## src/rtl/b10_serial_adder.sv

```systemverilog
`default_nettype none
// ============================================================================
// Module      : b10_serial_adder
// Description : Digit-serial adder for N-digit 10's-complement BCD integers.
//               Processes one digit per clock, least significant digit first.
//               Each operand is sign-extended to N+1 digits, so the sum never
//               overflows. Optional subtraction is enabled by defining the
//               macro B10_SUB_EN, which adds the 'sub' port.
// Revision    : 1.0 - initial release
// ============================================================================
module b10_serial_adder #(
    parameter int N = 4
) (
    input  logic               clock,
    input  logic               reset,
    input  logic               start,
    input  logic [4*N-1:0]     a,
    input  logic [4*N-1:0]     b,
`ifdef B10_SUB_EN
    input  logic               sub,
`endif
    output logic [4*(N+1)-1:0] s,
    output logic               ready,
    output logic               done,
    output logic               err
);

    localparam int CW = (N < 1) ? 1 : $clog2(N + 1);
    localparam int SW = 4 * (N + 1);

    localparam logic [CW-1:0] c_last_digit = CW'(N);

    localparam logic [1:0] c_idle = 2'd0;
    localparam logic [1:0] c_run  = 2'd1;
    localparam logic [1:0] c_done = 2'd2;

    // Sign extension of a 10's-complement digit: 5..9 means negative
    function automatic logic [3:0] ext_digit(input logic [3:0] d);
        return (d >= 4'd5) ? 4'd9 : 4'd0;
    endfunction

    logic [1:0]    r_state;
    logic [1:0]    w_next_state;
    logic [SW-1:0] r_a;
    logic [SW-1:0] r_b;
    logic [SW-1:0] r_s;
    logic [CW-1:0] r_cnt;
    logic          r_carry;
    logic          r_err;
    logic          w_sub_active;
    logic          w_err_in;
    logic          w_accept;
    logic [3:0]    w_bi;
    logic [4:0]    w_t;
    logic [3:0]    w_digit;
    logic          w_carry_out;

    assign w_accept = (r_state == c_idle) && start;

`ifdef B10_SUB_EN
    logic r_sub;

    // Operation select is latched with the operands so 'sub' may change freely
    always_ff @(posedge clock or posedge reset) begin
        if (reset) begin
            r_sub <= 1'b0;
        end else if (w_accept) begin
            r_sub <= sub;
        end
    end

    assign w_sub_active = r_sub;
`else
    assign w_sub_active = 1'b0;
`endif

    // State register
    always_ff @(posedge clock or posedge reset) begin
        if (reset) begin
            r_state <= c_idle;
        end else begin
            r_state <= w_next_state;
        end
    end

    // Next-state logic: IDLE -> RUN for N+1 digits -> DONE for one cycle
    always_comb begin
        w_next_state = r_state;
        case (r_state)
            c_idle:  if (start) w_next_state = c_run;
            c_run:   if (r_cnt == c_last_digit) w_next_state = c_done;
            c_done:  w_next_state = c_idle;
            default: w_next_state = c_idle;
        endcase
    end

    // Output decode
    always_comb begin
        ready = (r_state == c_idle);
        done  = (r_state == c_done);
    end

    // Flag any non-BCD digit in either operand at capture time
    always_comb begin
        w_err_in = 1'b0;
        for (int i = 0; i < N; i++) begin
            if ((a[4*i +: 4] > 4'd9) || (b[4*i +: 4] > 4'd9)) begin
                w_err_in = 1'b1;
            end
        end
    end

    // One BCD digit slice: B is 9's-complemented after extension when subtracting
    always_comb begin
        w_bi        = w_sub_active ? (4'd9 - r_b[3:0]) : r_b[3:0];
        w_t         = {1'b0, r_a[3:0]} + {1'b0, w_bi} + {4'd0, r_carry};
        w_carry_out = (w_t > 5'd9);
        w_digit     = w_carry_out ? 4'(w_t - 5'd10) : w_t[3:0];
    end

    // Datapath: operands are held pre-extended and shifted right one digit
    // per RUN cycle; the sum shifts in from the top so that after N+1 digits
    // digit i sits at s[4i+3:4i].
    always_ff @(posedge clock or posedge reset) begin
        if (reset) begin
            r_a     <= '0;
            r_b     <= '0;
            r_s     <= '0;
            r_cnt   <= '0;
            r_carry <= 1'b0;
            r_err   <= 1'b0;
        end else if (w_accept) begin
            r_a     <= {ext_digit(a[4*N-1 -: 4]), a};
            r_b     <= {ext_digit(b[4*N-1 -: 4]), b};
            r_cnt   <= '0;
`ifdef B10_SUB_EN
            r_carry <= sub;
`else
            r_carry <= 1'b0;
`endif
            r_err   <= w_err_in;
        end else if (r_state == c_run) begin
            r_s     <= {w_digit, r_s[SW-1:4]};
            r_a     <= r_a >> 4;
            r_b     <= r_b >> 4;
            r_carry <= w_carry_out;
            r_cnt   <= r_cnt + CW'(1);
        end
    end

    assign s   = r_s;
    assign err = r_err;

endmodule
`default_nettype wire

```

## config.mk

```make
export PLATFORM = sky130hd
export DESIGN_NAME = b10_serial_adder
export DESIGN_NICKNAME = d
export VERILOG_FILES = /design/src/rtl/b10_serial_adder.sv
export SDC_FILE = /design/constraint.sdc
export NUM_CORES = 1
export LEC_CHECK = 0
export ABC_AREA = 1
export CORE_ASPECT_RATIO = 1.2
export CORE_MARGIN = 3
export CORE_UTILIZATION = 51
export DETAILED_ROUTE_END_ITERATION = 8
export GPL_ROUTABILITY_DRIVEN = 0
export PLACE_DENSITY = 0.81
export SLEW_MARGIN = 40
export SYNTH_ARGS = -nofsm -noshare
export SYNTH_HDL_FRONTEND = slang
export SYNTH_SLANG_ARGS = --single-unit
```

## constraint.sdc

```tcl
create_clock -name clock -period 2.6 [get_ports clock]
set_input_delay 0.26 -clock clock [delete_from_list [all_inputs] [get_ports clock]]
set_output_delay 0.26 -clock clock [all_outputs]
set_load 0.005 [all_outputs]
```

==> results.yml, run 1 <==
drt:
  wl_mm: 6.27
  vias: 2403
  antenna_left: 0
  viasPerCell: 5.27
  wl_per_cell_um: 13.8
  remaining_drc_errors: 0
  first_pass_iters: 4
  drt_iter0_drc: 116
finish:
  syn_to_final_growth_pct: 29.2
  diodes: 0
  drive_gt1_frac: 0.0914
  fin_area_um2: 3730
  final_cells: 456
  nets: 433
clock_tree:
  cts_tree: "done"
  h-tree-depth: 3
  ctsRootBufferMaster: "clkbuf_8"
  cts_buffer_depth: 2
  clock_latency_ns: 0.34
  cts_made_buffers: 9
  cts.hold.buffers_added: 0
  clkTransAtPathRegs_ns: 0.07
  cts_resized: 0
  cts_sinks: 61
  postCtsSetupBuffers: 0
place:
  placed_area_um2: 3490
  place_worst_setup_slack_ns: 0.207
  place_inst: 441
  portBuffers: 57
  dp.final_hpwl_mm: 4.36
logic_synthesis:
  synth.largest_area_cell: "dfrtp_1"
  ys_ff_latch: 61
  syn_area_per_cell_um2: 8.70
  ys_types: 28
  synth_top_area_share: 0.528
  ys_seq_area_frac: 0.528
  synthTopCellsByArea: "dfrtp_1 53%, nand2_1 16%, inv_1 4.7%"
  ys_warn_count: 0
  postSynthCellCount: 332
  synthesis.nets: 375
  synth_area_um2: 2890
global_routing:
  gr-usage-all-layers: 0.212
  grt_max_degree: 42
  grt_pass1_wl_mm: 10.6
  grt_pass1_vias: 2372
  grt.overflow.total: 0
  antenna_found_initial: 0
setup_path:
  endpoint_kind: "register"
  critPathMaxFanout: 4
  crit_path_start: "r_a[0]"
  cp.required_ns: 2.82
  worstPathArrival_ns: 2.66
  worstSetupPathType: "reg2reg"
  reg2reg_setup_slack_ns: 0.16
  critical_path.cell_chain: "fa_1, fa_1, inv_1, ha_1, inv_1, nor2_1, a21oi_2, nand2_2, nand2_2, nand2_1, nand3_1, nand2_1"
  slowest_stage: "fa_1"
  start_kind: "register"
  reg2reg_depth: 12
  rr_startpoint: "r_a[0]"
  slowest_delay_ns: 0.54
  timing.rr.end: "s[18]"
floorplan:
  core_area_um2: 5370
  dieWidth_um: 74.7
  rows: 29
  die-area_um2: 6610
  pin_count: 58
  die_h_um: 88.4
  initial_core_util: 0.538
sta:
  tns_ns: 0
  min_period_ns: 2.44
  layout_worst_path_cycle_share: 0.937
  hold_viol_final: 0
  skew_ns: 0.00844
  tightest_slew_ns: 0.510
  relSlewSlack: 0.659
  finalSetupViolCount: 0
  drv_slew: 0
  rsz0062_at_grt: "no"
  setup_ws_ns: 0.164
  fmax_mhz: 410
hold_path:
  hold_path.class: "in2async"
run:
  drv_cap: 0
power:
  p_leak_nw: 1.80
  ir_worst_vdd_mv: 0.659
  p_per_area_nw_per_um2: 1370
status:
  status: "finished clean"
[per-stage QoR]
stage          hold slack, ns  total power (W)   util
3_3_place_gp            0.454          0.00394  0.649
5_1_grt                 0.313          0.00557  0.695
4_1_cts                 0.285          0.00513  0.695
3_5_place_dp            0.457          0.00406  0.649
2_1_floorplan           0.381          0.00336      -
6_report                0.278          0.00510  0.695
[cells in the final DEF (no fill, tap or decap), drive strengths merged]
| cell type | n |
|---|---|
| nand2 | 134 |
| dfrtp | 61 |
| clkdlybuf4s50 | 57 |
| inv | 40 |
| nand3 | 16 |
| o21ai | 15 |
| o211ai | 14 |
| o221ai | 11 |
| clkbuf | 11 |
| nor2 | 10 |
| ha | 6 |
| a21oi | 4 |
| bufinv | 3 |
| buf | 3 |
| o22ai | 2 |
| fa | 2 |
| o311ai | 1 |
| nand4 | 1 |
| xnor2 | 1 |
| nor3 | 1 |
| clkinv | 1 |
[worst max-delay path by stage]
| stage | slack [ns] | endpoint |
|---|---|---|
| 6_report | 0.16 | s[18] |
| 5_1_grt | 0.03 | s[18] |
| 4_1_cts | 0.17 | s[18] |
| 3_5_place_dp | 0.21 | s[18] |
| 3_3_place_gp | 0.30 | s[17] |
| 2_1_floorplan | 0.37 | s[18] |
[routing by layer]
metal / share of wire / wire (um) / track usage / vias to the layer above
li1: - / - / - / 1183
met1: 0.42 / 2620 / 0.249 / 1140
met2: 0.52 / 3250 / 0.372 / 71
met3: 0.049 / 307 / 0.0568 / 9
met4: 0.015 / 96 / 0.0744 / 0
met5: 0 / 0 / 0 / -
[cell families after synthesis]
logic type / count (synthesis) / share of synthesized area
AND/OR/NAND/NOR: 162 / 0.233
flip-flops: 61 / 0.528
buffers and inverters: 53 / 0.0823
AO/OA/AOI/OAI: 47 / 0.113
adder cells (fa/ha/maj): 8 / 0.0398
XOR/XNOR: 1 / 0.00303
[state kept, by name (all words and copies together), names as in the netlist]
| signal | cells |
|---|---|
| r_state | 2 |
| r_b | 17 |
| r_a | 17 |
| r_carry | 1 |
| s | 20 |
| r_cnt | 3 |
| err | 1 |
[synth_stat cells, drive strengths merged]
cell and instances:
nand2 134, dfrtp 61, inv 40, nand3 16, o21ai 15, o211ai 14
buf 13, o221ai 11, nor2 10, ha 6, a21oi 4, fa 2
o22ai 2, nand4 1, nor3 1, o311ai 1, xnor2 1
[power by group]
part           total [W]  switching (W)  leakage [nW]  internal, W
sequential       0.00165       0.000255         0.765      0.00139
clock            0.00104       0.000357         0.125     0.000682
combinational    0.00241        0.00141         0.910      0.00101
total            0.00510        0.00202          1.80      0.00308
[final cells by class]
cell class	count	area [um^2]
tap	62	77.6
timing repair buffer	60	606
sequential	61	1530
multi-input combinational	218	1120
inverter	40	153
clock inverter	4	95.1
fill	441	1640
clock buffer	11	151
[critical path: cells and delay by family, from the launching register on]
| kind | cells | cell delay, ns |
|---|---|---|
| and+or+nand+nor | 6 | 0.44 |
| adders and majority gates | 3 | 1.21 |
| DFF | 1 | 0.40 |
| buffers and inverters | 2 | 0.15 |
| AOI/OAI and AO/OA | 1 | 0.12 |
Note: power is estimated with default switching activity, not from simulation.
==> inputs of run 2 (changes only) <==
--- a/config.mk
+++ b/config.mk
@@ -7,10 +7,11 @@
 export LEC_CHECK = 0
 export ABC_AREA = 1
 export CORE_ASPECT_RATIO = 1.2
-export CORE_MARGIN = 3
+export CORE_MARGIN = 2
 export CORE_UTILIZATION = 51
 export DETAILED_ROUTE_END_ITERATION = 8
 export GPL_ROUTABILITY_DRIVEN = 0
+export HOLD_SLACK_MARGIN = 0.15
 export PLACE_DENSITY = 0.81
 export SLEW_MARGIN = 40
 export SYNTH_ARGS = -nofsm -noshare
==> run 2 against run 1 <==
Effect of this change:
- fmax grew 1.4%
- total power is 6.2% lower
- final area shrank 2.1%
- first-iteration DRC count fell by 14%
- worst hold slack worse by 0.0091 ns
- non-clock buffer count did not move
- cell count up 0.44%
- clock power is 32% lower
- critical path depth up 1
- die area shrank 4.9%
- critical path type unchanged
- largest cell class unchanged
==> results.yml, run 2 (synthesized netlist as in run 1, its figures left out) <==
finish:
  syn_to_final_growth_pct: 26.5
  diodes: 0
  drive_gt1_frac: 0.0914
  final_common_cell: "nand2_1"
  fill_cells: 478
  final_cell_mix: "125 x nand2_1, 61 x dfrtp_1, 57 x clkdlybuf4s50_1"
  final-seq-area_um2: 1530
  multi_input_area_um2: 1120
  nets: 433
  largest_reg_flops: 20
global_routing:
  gr-usage-all-layers: 0.213
  grt_max_degree: 39
  grt_pass1_vias: 2353
  grt.overflow.total: 0
  grt_pass1_wl_mm: 10.3
  antenna_found_initial: 0
clock_tree:
  postCtsSetupBuffers: 0
  clock_latency_ns: 0.34
  ctsRootBufferMaster: "clkbuf_8"
  h-tree-depth: 3
  cts_buffer_depth: 2
  cts.hold.buffers_added: 0
  cts_sinks: 61
  clkTransAtPathRegs_ns: 0.07
  cts_tree: "done"
  cts_made_buffers: 9
  cts_resized: 0
setup_path:
  start_kind: "register"
  slowest_stage: "fa_1"
  worstPathArrival_ns: 2.68
  critical_path.cell_chain: "fa_1, fa_1, inv_1, ha_1, inv_1, nor2_1, a21oi_2, nand2_2, nand2_2, nand2_1, nand2_1, nand2_1, nand2_1"
  cp_common_cell: "nand2_1"
  worstSetupPathType: "reg2reg"
  slowest_delay_ns: 0.54
  critPathMaxFanout: 4
  cp.required_ns: 2.87
  endpoint_kind: "register"
sta:
  skew_ns: 0.00632
  drv_slew: 0
  tns_ns: 0
  relSlewSlack: 0.664
  rsz0062_at_grt: "no"
  hold_viol_final: 0
  min_period_ns: 2.40
  tightest_slew_ns: 0.504
  worst_hold_slack_ns: 0.269
  layout_worst_path_cycle_share: 0.924
  finalSetupViolCount: 0
  fmax_mhz: 416
floorplan:
  rows: 30
  die-area_um2: 6280
  initial_core_util: 0.520
  die_h_um: 86.4
  core_area_um2: 5560
  pin_count: 58
  dieWidth_um: 72.7
place:
  dp.final_hpwl_mm: 4.29
  portBuffers: 57
drt:
  remaining_drc_errors: 0
  vias: 2382
  wl_per_cell_um: 13.1
  wl_mm: 5.99
  first_pass_iters: 4
  antenna_left: 0
  drt_iter0_drc: 100
  viasPerCell: 5.20
run:
  drv_cap: 0
status:
  status: "finished clean"
power:
  finalPower_w: 0.00478
  p_leak_nw: 1.76
  p_per_area_nw_per_um2: 1310
  ir_worst_vdd_mv: 0.486
hold_path:
  hold_path.class: "in2async"
-- run 2: final cells by class --
class | count | share of cell area
clock buffer | 10 | 0.0377
clock inverter | 5 | 0.00753
inverter | 40 | 0.0418
multi-input combinational | 218 | 0.308
sequential | 61 | 0.418
tap | 64 | 0.0219
timing repair buffer | 60 | 0.166
-- run 2: final timing paths --
path / depth (start not counted) / from / endpoint / slack (ns)
setup / recovery: 13 / r_a[0] / s[19] / 0.20
hold / removal: 2 / reset / s[0] / 0.27
setup reg to reg: 13 / r_a[0] / s[19] / 0.20
hold reg to reg: 2 / s[3] / s[3] / 0.47
max in group asynchronous: 3 / reset / r_b[15] / 1.77
min in group clock: 2 / s[3] / s[3] / 0.47
-- run 2: per-stage QoR --
| stage | cell area [um^2] | setup slack, ns | util | instances |
|---|---|---|---|---|
| floorplan | 2890 | 0.368 | - | 332 |
| global placement | 3490 | 0.297 | 0.628 | 443 |
| detailed placement | 3490 | 0.229 | 0.628 | 443 |
| CTS | 3650 | 0.205 | 0.658 | 458 |
| global route | 3650 | 0.0126 | 0.658 | 458 |
| finish | 3650 | 0.196 | 0.658 | 458 |
-- run 2: power by group --
part | leakage [nW] | internal (W) | switching [W]
registers | 0.765 | 0.00139 | 0.000248
logic | 0.910 | 0.00101 | 0.00142
clock network | 0.0877 | 0.000359 | 0.000353
total | 1.76 | 0.00276 | 0.00202
-- run 2: worst max-delay path: cells and delay by family (launching register included) --
kind | cells | cell delay (ns)
compound gates | 1 | 0.11
buf+inv | 2 | 0.15
flops | 1 | 0.40
simple gates | 7 | 0.46
fa+ha+maj | 3 | 1.22
-- run 2: layer usage --
metal | routed length (um) | share of wire | vias up | global-route usage
met3 | 305 | 0.051 | 13 | 0.0535
met1 | 2570 | 0.43 | 1104 | 0.261
met2 | 3000 | 0.50 | 82 | 0.353
met4 | 116 | 0.019 | 0 | 0.0960
met5 | 0 | 0 | - | 0
li1 | - | - | 1183 | -
==> inputs of run 3 (changes only) <==
--- a/config.mk
+++ b/config.mk
@@ -9,6 +9,7 @@
 export CORE_ASPECT_RATIO = 1.2
 export CORE_MARGIN = 2
 export CORE_UTILIZATION = 51
+export CTS_CLUSTER_DIAMETER = 40
 export DETAILED_ROUTE_END_ITERATION = 8
 export GPL_ROUTABILITY_DRIVEN = 0
 export HOLD_SLACK_MARGIN = 0.15
==> results of run 3 <==
Same layout as run 2: the final DEF is identical, and so are final timing and power.
